`src/rtl/prep_pkg.sv`:
```
// rtl/prep_pkg.sv - shared constants and FSM state type for the delta decoder
package prep_pkg;

    // Default sample / difference width.
    localparam int PREP_WIDTH = 16;

    // Two-bit state encodings; kept as plain constants so older code can match on them.
    localparam logic [1:0] ST_PRIME = 2'b01;
    localparam logic [1:0] ST_RUN   = 2'b10;

    typedef enum logic [1:0] {
        PRIME = ST_PRIME,
        RUN   = ST_RUN
    } prep_state_e;

endpackage

```
`src/rtl/stream_skid_buf.sv`:
```
// rtl/stream_skid_buf.sv - registered output stage backed by a 2-entry skid buffer
module stream_skid_buf #(
    parameter int W = 17
) (
    input  logic         clk,
    input  logic         rst,
    input  logic         s_valid,
    input  logic [W-1:0] s_data,
    output logic         s_ready,
    output logic         m_valid,
    output logic [W-1:0] m_data,
    input  logic         m_ready
);

    logic         out_valid_q, out_valid_d;
    logic [W-1:0] out_data_q, out_data_d;
    logic [W-1:0] mem0_q, mem0_d;
    logic [W-1:0] mem1_q, mem1_d;
    logic [1:0]   count_q, count_d;
    logic         ready_q, ready_d;
    logic         push;
    logic         slot_free;
    logic         taken;

    // The output register refills from the oldest skid entry first; a new sample
    // goes straight to the output only when the skid is empty, so order is kept.
    always_comb begin
        out_valid_d = out_valid_q;
        out_data_d  = out_data_q;
        mem0_d      = mem0_q;
        mem1_d      = mem1_q;
        count_d     = count_q;
        taken       = 1'b0;
        push        = s_valid & ready_q;
        slot_free   = ~out_valid_q | m_ready;

        if (slot_free) begin
            if (count_q != 2'd0) begin
                out_valid_d = 1'b1;
                out_data_d  = mem0_q;
                mem0_d      = mem1_q;
                count_d     = count_q - 2'd1;
            end else if (push) begin
                out_valid_d = 1'b1;
                out_data_d  = s_data;
                taken       = 1'b1;
            end else begin
                out_valid_d = 1'b0;
            end
        end

        if (push && !taken) begin
            if (count_d == 2'd0) begin
                mem0_d = s_data;
            end else begin
                mem1_d = s_data;
            end
            count_d = count_d + 2'd1;
        end

        // Ready is registered so there is no combinational path from m_ready.
        ready_d = (count_d != 2'd2);
    end

    // State registers; reset empties the buffer and drops any pending output.
    always_ff @(posedge clk) begin
        if (rst) begin
            out_valid_q <= 1'b0;
            out_data_q  <= '0;
            mem0_q      <= '0;
            mem1_q      <= '0;
            count_q     <= 2'd0;
            ready_q     <= 1'b1;
        end else begin
            out_valid_q <= out_valid_d;
            out_data_q  <= out_data_d;
            mem0_q      <= mem0_d;
            mem1_q      <= mem1_d;
            count_q     <= count_d;
            ready_q     <= ready_d;
        end
    end

    assign s_ready = ready_q;
    assign m_valid = out_valid_q;
    assign m_data  = out_data_q;

endmodule

```
`src/rtl/accum_delta_decoder.sv`:
```
// rtl/accum_delta_decoder.sv - recovers addends from an accumulated value stream
module accum_delta_decoder
    import prep_pkg::*;
#(
    parameter int WIDTH      = PREP_WIDTH,
    parameter int EMIT_FIRST = 1
) (
    input  logic             CLK,
    input  logic             RST,
    input  logic             resync,
    input  logic             in_valid,
    output logic             in_ready,
    input  logic [WIDTH-1:0] in_data,
    output logic             out_valid,
    input  logic             out_ready,
    output logic [WIDTH-1:0] out_data,
    output logic             out_borrow,
    output logic             primed
);

    prep_state_e      state_q, state_d;
    logic [WIDTH-1:0] prev_q, prev_d;
    logic             pend_q, pend_d;
    logic             in_fire;
    logic             do_prime;
    logic             emit;
    logic [WIDTH:0]   diff;
    logic [WIDTH:0]   out_payload;

    assign in_fire  = in_valid & in_ready;
    // A sample primes instead of emitting when not yet running or a resync is due.
    assign do_prime = (state_q == PRIME) | resync | pend_q;
    assign emit     = in_fire & ~do_prime;
    // Extra top bit of the subtraction is the borrow out of the MSB.
    assign diff     = {1'b0, in_data} - {1'b0, prev_q};

    // prev follows every accepted sample so ordering holds through the skid buffer.
    always_comb begin
        state_d = state_q;
        prev_d  = prev_q;
        pend_d  = pend_q;
        if (in_fire) begin
            prev_d  = in_data;
            state_d = RUN;
            pend_d  = 1'b0;
        end else if (resync) begin
            pend_d  = 1'b1;
            state_d = PRIME;
        end
    end

    // FSM, prev and resync flag registers.
    always_ff @(posedge CLK) begin
        if (RST) begin
            if (EMIT_FIRST != 0) begin
                state_q <= RUN;
            end else begin
                state_q <= PRIME;
            end
            prev_q <= '0;
            pend_q <= 1'b0;
        end else begin
            state_q <= state_d;
            prev_q  <= prev_d;
            pend_q  <= pend_d;
        end
    end

    stream_skid_buf #(
        .W (WIDTH + 1)
    ) u_skid (
        .clk     (CLK),
        .rst     (RST),
        .s_valid (emit),
        .s_data  (diff),
        .s_ready (in_ready),
        .m_valid (out_valid),
        .m_data  (out_payload),
        .m_ready (out_ready)
    );

    assign out_data   = out_payload[WIDTH-1:0];
    assign out_borrow = out_payload[WIDTH];
    assign primed     = (state_q == RUN);

endmodule

```
`config.mk`:
```
export PLATFORM = sky130hd
export DESIGN_NAME = accum_delta_decoder
export DESIGN_NICKNAME = d
export VERILOG_FILES = /design/src/rtl/prep_pkg.sv /design/src/rtl/stream_skid_buf.sv /design/src/rtl/accum_delta_decoder.sv
export SDC_FILE = /design/constraint.sdc
export NUM_CORES = 1
export LEC_CHECK = 0
export ABC_AREA = 1
export CORE_ASPECT_RATIO = 1.1
export CORE_MARGIN = 1.5
export CORE_UTILIZATION = 28
export DETAILED_ROUTE_END_ITERATION = 16
export DONT_BUFFER_PORTS = 1
export SLEW_MARGIN = 5
export SYNTH_ARGS = -nofsm -noshare
export SYNTH_HDL_FRONTEND = slang
export SYNTH_SLANG_ARGS = --single-unit
```
`constraint.sdc`:
```
create_clock -name CLK -period 2.05 [get_ports CLK]
set_input_delay 0.205 -clock CLK [delete_from_list [all_inputs] [get_ports CLK]]
set_output_delay 0.205 -clock CLK [all_outputs]
set_load 0.05 [all_outputs]
```
# == Word-level counts from Yosys, hierarchy flattened ==
# Cells that the tools add are included.
# word_totals
reg_bits,74
inputBits,21
wordCells,45
# op_classes
add_sub_neg,3
n_eq_ne,3
n_mux,13
n_bitwise,9
n_reduce_logical,8
# ops
cell,n
2-to-1 mux 17 bit,6
subtractor 16 x 16 -> 17 bit,1
2-to-1 mux 2 bit,3
2-to-1 mux 1 bit,4
AND reduction 2 bit,2
nonzero test 2 bit,2
bitwise AND 1 bit,3
NOT 1 bit,3
bitwise OR 1 bit,3
"adder 2 x 1 -> 2 bit, second input constant",1
"equality test 2 x 1 -> 1 bit, second input constant",1
"equality test 2 bit, second input constant",1
zero test 2 bit,1
"inequality test 2 bit, second input constant",1
OR reduction 2 bit,1
"subtractor 2 x 1 -> 2 bit, second input constant",1
logical AND 1 bit,1
zero test 1 bit,1

# == Longest topological paths before layout ==
# Gate-level depths: netlist (run 1).
# depth
word_depth,13
ltp_mapped,13
ltp_nobuf,13

# == Hierarchy ==
# A second synthesis (run 1) with hierarchy kept.
# unflattened
cells_unflattened,649
area_unflattened_um2,4231.6
# by_module_without_submodules
module,n_inst,cells_each,area_per_inst_um2,seq_area_each_um2
stream_skid_buf,1,377,2596.2,1101.1
accum_delta_decoder,1,272,1635.3,360.3

# == Worst setup path after synthesis (run 1) ==
# No wires, ideal clock.
# synth_timing
path_kind,register to register
from,"register u_skid.out_valid_q, in the netlist u_skid.m_valid"
to,register u_skid.mem0_q[7]
t_arrival_ns,1.876
required_time_ns,1.937
path_slack_ns,0.061
stages_incl_launch_ff,10
path_buffers,3
synth_period_minus_slack_ns,1.989
cell_sequence,dfxtp_1 nand2_4 buf_4 o21ai_1 ha_1 nand2_1 buf_6 buf_6 o21ai_1 inv_1
# synth_between
elab_chain_cells,6
word_cells_on_any_way,10
cone_classes,5 x mux; 2 x bitwise; 3 x reduce/logical
# synth_rtl
element,line_no,rtl
"start, declared",stream_skid_buf.sv:15,"logic out_valid_q, out_valid_d;"
"start signal, assigned",stream_skid_buf.sv:75,out_valid_q <= out_valid_d;
NOT 1 bit (*),stream_skid_buf.sv:35,slot_free = ~out_valid_q | m_ready;
bitwise OR 1 bit (*),stream_skid_buf.sv:35,
2-to-1 mux 2 bit or 2-to-1 mux 1 bit (tied branches),stream_skid_buf.sv:37,if (slot_free) begin
zero test 2 bit or zero test 1 bit (tied branches),"stream_skid_buf.sv:53, stream_skid_buf.sv:52",
2-to-1 mux 17 bit or logical AND 1 bit (tied branches),"stream_skid_buf.sv:53, stream_skid_buf.sv:52",
2-to-1 mux 17 bit (*),stream_skid_buf.sv:52,if (push && !taken) begin
"end signal, assigned",stream_skid_buf.sv:77,mem0_q <= mem0_d;
"end, declared",stream_skid_buf.sv:17,"logic [W-1:0] mem0_q, mem0_d;"
# Mark *: on every way between the ends. The rest lies on a longest branch, timed or not.
# A chain may end at the register's enable or synchronous reset.

# == Worst setup path in the final report (run 1) ==
# layout_timing
from,register prev_q[0]
to,register u_skid.mem1_q[16]
# layout_between
elab_chain_cells,1
# layout_rtl
element,line_no,rtl
"start, declared",accum_delta_decoder.sv:22,"logic [WIDTH-1:0] prev_q, prev_d;"
"start signal, assigned",accum_delta_decoder.sv:64,prev_q <= prev_d;
subtractor 16 x 16 -> 17 bit,accum_delta_decoder.sv:35,"assign diff = {1'b0, in_data} - {1'b0, prev_q};"
"end signal, assigned",stream_skid_buf.sv:78,mem1_q <= mem1_d;
"end, declared",stream_skid_buf.sv:18,"logic [W-1:0] mem1_q, mem1_d;"
# No other way between the ends.

==> run_results.csv, run 1 <==
group,metric,value,unit
route,vias,3633,
critical_path,path_common_cell,"sky130_fd_sc_hd__nand3_1",
clocking,clk_root_buffer_cell,"sky130_fd_sc_hd__clkbuf_16",
clocking,clock_tree.htree_level_count,3,
synth,synthesis.area_per_instance,6.84,um^2
synth,muxShareOfSynthArea,0.282,%
critical_path,timing.critical_path.slowest_cell_delay,410,ps
route,route.detailed.drc,0,
global_route,global_route.usage.total,14.7,%
critical_path,critPathCaptureType,"flip-flop",
floorplan,io_pins,41,
synth,yosys.area_share.simple,24.4,%
route,wire_per_inst,12.8,um
route,drt-pass1-iter-count,5,
timing,max_clock_freq,537,MHz
critical_path,path_class,"flip-flop to flip-flop",
final_layout,diodes,0,
critical_path,path_cells,"ha_1 -> fa_1 -> inv_1 -> nand3_1 -> nand3_1 -> nand3_1 -> nand3_1 -> nand2_1 -> and2_1 -> nor2_1 -> nor2_1",
global_route,grt_remaining_overflow,0,
route,route.antenna.remaining_nets,0,
synth,yosys_warnings,0,
synth,ys_seq_elements,73,
critical_path,ff2ff_setup_slack,190,ps
timing,finalSetupViolations,0,
timing,layout_worst_path_cycle_share,90.8,%
run_status,outcome,"completed",
floorplan,placementRows,45,
synth,synth_enable_flop_cells,0,
timing,timing_worst_slew_pin_value,532,ps
critical_path,crit-reg2reg-launch,"prev_q[0]",
clocking,ctsLongestPathBuffers,2,
run,drv.max_cap_violation_count,0,
clocking,clk_transition_reported_paths,60,ps
timing,max-slew-margin-rel,64.5,%
hold_path,min-delay-start,"in_data[0]",
synth,synthesis.nets,624,
critical_path,worst_path_dominant_cell_family,"simple AND/OR/NAND/NOR gates",
critical_path,worst-r2r-cell-count,11,
floorplan,floorplan.die_area,15000,um^2
clocking,clock_latency,340,ps
hold_path,hold-path-endpoint,"prev_q[0]",
timing,finalHoldWorstSlack,28.5,ps
floorplan,die-width,117,um
synth,yosys.area_share.adder,5.82,%
timing,timing_hold_violations_final,0,
critical_path,path_buf_inv,1,
floorplan,die_h,128,um
route,finalWirelength,10100,um
synth,synthFlopType,"sky130_fd_sc_hd__dfxtp_1",
synth,synth_top_family_by_area,"simple AND/OR/NAND/NOR gates",
synth,asyncSetResetFlopFracSynth,0,%
timing,finalClockSkew,7.23,ps
critical_path,crit_slowest_cell,"sky130_fd_sc_hd__fa_1",
placement,gpl.final_weighted_congestion,0.824,
hold_path,whs_path_depth,2,
timing,rsz0062_at_grt,"no",
clocking,cts_inserted_buffers,9,
critical_path,worst-endpoint-arrival,2090,ps
critical_path,r2r_end,"u_skid.mem1_q[16]",
timing,timing.final.crit_period,1860,ps
final_layout,share_of_cells_above_drive_strength_1,9.26,%
power,power.density,851,nW/um^2
global_route,grt_start_max_net_pins,52,
floorplan,fp.coreArea,13900,um^2
critical_path,path_max_fanout,3,
timing,setup_total_negative_slack,0,ps
timing,timing.final.max_slew_violations,0,
clocking,cts.sink_count,73,
clocking,cts_tree,"built",
synth,synth-xor-area-share,1.53,%
route,drt_iter0_drc,212,
route,drt-vias-per-instance,4.58,
global_route,first_global_vias,3368,
final_layout,mostFrequentLayoutCell,"sky130_fd_sc_hd__nand2_1",
global_route,first_pass_grt_wire_length,17200,um
critical_path,cp_data_required_time,2280,ps
synth,synth_compound_area_share,19.5,%
clocking,cts_resized,0,
synth,synthCells,585,
synth,synth_cell_type_count,33,
placement,portBuffers,0,
final_layout,nets,639,
floorplan,start_util,28.8,%
placement,dp_hpwl,7320,um
critical_path,start_kind,"flip-flop",
power,leakage,2.28,nW
synth,proportion_of_synthesized_chip_area_in_sequential_cells,36.5,%
final_layout,layout_overhead_on_the_synthesized_area,16.6,%
global_route,antenna_found_initial,0,
final_layout,final_cell_mix,"sky130_fd_sc_hd__nand2_1 (126), sky130_fd_sc_hd__inv_1 (87), sky130_fd_sc_hd__dfxtp_1 (73), sky130_fd_sc_hd__nand3_1 (59), sky130_fd_sc_hd__a21oi_1 (56)",
hold_path,worstHoldPathType,"primary input to flip-flop",
power,vdd.ir_drop.worst,0.350,mV
synth,synthesis.area,4000,um^2
==> logic make-up after synthesis <==
group | after synthesis
compound gates | 144
simple gates | 224
flops | 73
mux | 1
buf+inv | 118
fa+ha+maj | 18
xor+xnor | 7
==> cells in the mapped netlist (all sizes together), types with 2 or more instances <==
| library cell | n | share of area [%] |
|---|---|---|
| a21oi | 56 | 7.0 |
| a31oi | 14 | 2.2 |
| buf | 12 | 2.0 |
| clkbuf | 13 | 1.2 |
| clkinv | 2 | 0.19 |
| dfxtp | 73 | 37 |
| ha | 17 | 5.3 |
| inv | 91 | 8.5 |
| nand2 | 132 | 13 |
| nand3 | 59 | 7.4 |
| nand4 | 2 | 0.31 |
| nor2 | 24 | 2.4 |
| nor3 | 5 | 0.91 |
| o21a | 8 | 1.5 |
| o21ai | 61 | 7.9 |
| o21bai | 4 | 0.75 |
| xnor2 | 3 | 0.66 |
| xor2 | 4 | 0.88 |
==> routing by layer <==
layer | GRT usage, % | up-vias | share of wire (%)
met4 | 4.54 | 0 | 1.3
li1 | - | 1932 | -
met3 | 3.39 | 12 | 4.2
met1 | 19.4 | 1624 | 48
met2 | 23.8 | 65 | 46
met5 | 0 | - | 0
==> power by group <==
| part | switching, mW | internal (mW) |
|---|---|---|
| Combinational | 0.575 | 0.260 |
| Clock | 0.639 | 0.947 |
| Sequential | 0.0578 | 1.49 |
| Total | 1.27 | 2.70 |
==> final cells by class <==
class | instances | area (um^2)
Clock inverter | 6 | 67.6
Sequential cell | 73 | 1460
Inverter | 93 | 349
Multi-Input combinational cell | 394 | 2060
Fill cell | 1523 | 9240
Clock buffer | 10 | 229
Tap cell | 188 | 235
Timing Repair Buffer | 29 | 260
==> timing repair <==
item | in CTS | in global routing
setup buffers | 0 | 0
hold buffers | 2 | 0
hold endpoints to repair | 6 | 0
==> worst reg2reg max path, delay by kind of cell, from the launching register on <==
| family | cells | cell delay [ps] |
|---|---|---|
| DFF | 1 | 310 |
| and+or+nand+nor | 8 | 730 |
| buffers and inverters | 1 | 100 |
| adders and majority gates | 2 | 610 |
==> stage by stage <==
stage / total power, mW / instance area [um^2] / utilization (%) / setup slack, ps / std cells
after floorplan: 2.19 / 4000 / - / 60.7 / 585
after global placement: 2.41 / 4350 / 31.3 / 224 / 775
after detailed placement: 2.41 / 4350 / 31.3 / 193 / 775
after CTS: 4.02 / 4660 / 33.5 / 180 / 793
after global routing: 4.18 / 4660 / 33.5 / 2.09 / 793
final: 3.97 / 4660 / 33.5 / 188 / 793
==> registers in the layout, summed over array words and instances, names as in the netlist <==
| register | flops |
|---|---|
| u_skid.mem1_q | 17 |
| u_skid.m_data | 17 |
| state_q | 2 |
| u_skid.mem0_q | 17 |
| u_skid.m_valid | 1 |
| prev_q | 16 |
| u_skid.s_ready | 1 |
| u_skid.count_q | 2 |
==> how the worst max path moves through the flow <==
stage	start	endpoint	depth (start not counted)
2_1_floorplan	u_skid.m_valid	u_skid.mem0_q[7]	9
3_3_place_gp	prev_q[0]	u_skid.mem0_q[16]	11
3_5_place_dp	prev_q[0]	u_skid.mem1_q[16]	11
4_1_cts	prev_q[0]	u_skid.mem1_q[16]	11
5_1_grt	prev_q[0]	u_skid.mem0_q[16]	11
6_report	prev_q[0]	u_skid.mem1_q[16]	11
Power figures use the tool's default switching activity.
==> run 2, diff against run 1 <==
Settings changed: BUFFER_PORTS_ARGS from default to -buffer_cell sky130_fd_sc_hd__buf_2, CORE_UTILIZATION 28 to 59, DONT_BUFFER_PORTS 1 to default, PLACE_DENSITY from default to 0.8.
Clock period 2.05 ns to 1.8 ns, I/O delays scaled along.
==> run 2 against run 1 <==
Combinational power increased by 43%. Maximum frequency increased by 3.8%. Sequential power increased by 12%. Clock-buffer cell count unchanged. First-iteration DRC count increased by 20%. Register-to-register slack got worse by 180 ps. Worst setup slack got worse by 180 ps. Routed wire length increased by 2.0%. Critical path type unchanged. Global-route usage increased by 13 points. Hold slack improved by 63 ps. Sequential share of layout area decreased by 1.1 points. Critical endpoint is now u_skid.mem1_q[7].
==> run_results.csv, run 2 (same netlist as run 1, synthesis figures left out) <==
group,metric,value,unit
critical_path,critPathCaptureType,"flip-flop",
hold_path,worstHoldPathType,"primary input to flip-flop",
clocking,cts.hold.buffers_added,0,
route,wire_per_inst,14.4,um
power,part_of_the_total_power_dissipated_in_the_clock_network,33.7,%
hold_path,whs_path_depth,2,
critical_path,worst-r2r-cell-count,10,
placement,portBuffers,40,
timing,finalHoldWorstSlack,91.4,ps
route,drt-pass1-iter-count,5,
timing,timing_worst_slew_pin_value,348,ps
power,leakage,2.42,nW
floorplan,placementRows,31,
final_layout,post_layout_nonfiller_instances,721,
placement,dpl.cell_count,702,
timing,finalClockSkew,11.0,ps
route,drt_iter0_drc,254,
timing,finalSetupViolations,0,
clocking,cts_inserted_buffers,9,
timing,timing.final.crit_period,1790,ps
floorplan,die-width,81.5,um
global_route,global_route.usage.total,28.1,%
critical_path,path_class,"flip-flop to flip-flop",
critical_path,worst-endpoint-arrival,2050,ps
clocking,cts.sink_count,73,
critical_path,ff2ff_setup_slack,6,ps
timing,timing_hold_violations_final,0,
hold_path,hold-path-endpoint,"state_q[1]",
critical_path,r2r_end,"u_skid.mem1_q[7]",
final_layout,diodes,0,
power,power_report.internal_total,2.93,mW
power,pwr-share-seq,39.4,%
global_route,antenna_found_initial,0,
route,vias,4043,
floorplan,floorplan.die_area,7280,um^2
clocking,clk_root_buffer_cell,"sky130_fd_sc_hd__clkbuf_8",
route,route.antenna.remaining_nets,0,
global_route,grt_remaining_overflow,0,
global_route,grt_start_max_net_pins,62,
power,report.power.total,4.41,mW
run,drv.max_cap_violation_count,0,
timing,layout_worst_path_cycle_share,99.6,%
timing,rsz0062_at_grt,"yes",
global_route,first_pass_grt_wire_length,15900,um
floorplan,fp.coreArea,6560,um^2
placement,placed_area,4350,um^2
timing,timing.final.max_slew_violations,0,
run_status,outcome,"completed",
critical_path,cp_data_required_time,2050,ps
critical_path,path_max_fanout,4,
critical_path,crit-reg2reg-launch,"prev_q[4]",
clocking,clk_transition_reported_paths,90,ps
power,p_switching,1.49,mW
final_layout,layout_overhead_on_the_synthesized_area,21.1,%
power,switching_share,33.7,%
power,vdd.ir_drop.worst,0.539,mV
route,drt-vias-per-instance,5.61,
hold_path,min-delay-start,"resync",
clocking,ctsLongestPathBuffers,2,
final_layout,nets,673,
final_layout,share_of_cells_above_drive_strength_1,22.5,%
floorplan,start_util,61.0,%
power,power.density,911,nW/um^2
clocking,cts_tree,"built",
placement,dp_hpwl,6570,um
global_route,first_global_vias,3592,
route,finalWirelength,10400,um
floorplan,die_h,89.4,um
final_layout,final_cell_mix,"sky130_fd_sc_hd__nand2_1 (113), sky130_fd_sc_hd__inv_1 (86), sky130_fd_sc_hd__dfxtp_1 (71), sky130_fd_sc_hd__nand3_1 (53), sky130_fd_sc_hd__a21oi_1 (50)",
timing,setup_total_negative_slack,0,ps
clocking,clock_tree.htree_level_count,3,
timing,max-slew-margin-rel,76.8,%
timing,max_clock_freq,558,MHz
power,power_frac_comb,26.9,%
final_layout,final_area,4840,um^2
clocking,clock_latency,350,ps
placement,gpl.final_weighted_congestion,0.884,
floorplan,io_pins,41,
route,route.detailed.drc,0,
critical_path,start_kind,"flip-flop",
final_layout,mostFrequentLayoutCell,"sky130_fd_sc_hd__nand2_1",
[run 2: cell types whose count changed in the layout (fill, tap and decap cells not counted), sizes merged]
| cell | change |
|---|---|
| dlygate4sd3 | -2 |
| clkinv | -1 |
| bufinv | +1 |
| buf | +36 |
[run 2: area by class of cell]
class                      count  area [um^2]
clock buffer                  10          138
clock inverter                 6         90.1
fill                         501         1710
inverter                      93          353
multi-input combinational    394         2300
sequential                    73         1460
tap                           82          103
timing repair buffer          63          402
[run 2: routing by layer]
| metal | GRT usage (%) | part of all wire, % |
|---|---|---|
| met3 | 5.00 | 5.3 |
| met1 | 34.4 | 42 |
| met2 | 48.6 | 50 |
| met5 | 0 | 0 |
| met4 | 11.3 | 2.3 |
[run 2: through the flow]
stage	util (%)	setup WS, ps
after floorplan	-	1.83
after global placement	66.4	-19.9
after detailed placement	66.4	-102
after CTS	70.1	17.5
after global routing	73.9	-108
final	73.9	6.30
[run 2: critical path, cell delays in order, from the launching register on]
cell and delay, ps:
sky130_fd_sc_hd__dfxtp_1 310, sky130_fd_sc_hd__inv_1 50, sky130_fd_sc_hd__ha_1 340, sky130_fd_sc_hd__nand2_1 90
sky130_fd_sc_hd__nand2_1 70, sky130_fd_sc_hd__a21oi_1 190, sky130_fd_sc_hd__nand2_2 140, sky130_fd_sc_hd__xor2_1 180
sky130_fd_sc_hd__buf_4 160, sky130_fd_sc_hd__o21ai_1 120, sky130_fd_sc_hd__inv_1 50
[run 2: worst max-delay path by stage]
| stage | startpoint | endpoint | slack (ps) | cells past startpoint |
|---|---|---|---|---|
| 4_1_cts | u_skid.count_q[0] | u_skid.m_data[11] | 20 | 6 |
| 2_1_floorplan | u_skid.m_valid | u_skid.mem0_q[7] | 2 | 9 |
| 6_report | prev_q[4] | u_skid.mem1_q[7] | 6 | 10 |
| 3_3_place_gp | in_data[0] | u_skid.mem1_q[16] | -20 | 13 |
| 3_5_place_dp | in_data[0] | u_skid.mem1_q[16] | -100 | 13 |
| 5_1_grt | prev_q[0] | u_skid.m_data[10] | -110 | 12 |
[run 2: what timing repair did]
item	4_1_cts	5_1_grt
hold endpoints to repair	0	0
pin swaps	0	8
gates resized for setup	4	52
buffers inserted	0	3
endpoints found under the setup margin	17	36
[run 2: power groups by stage]
stage	clock [mW]	sequential (mW)	combinational (mW)
floorplan	0	1.91	0.587
global placement	0	1.77	1.01
detailed placement	0	1.77	1.02
CTS	1.49	1.74	1.04
global route	1.56	1.75	1.30
finish	1.49	1.74	1.19
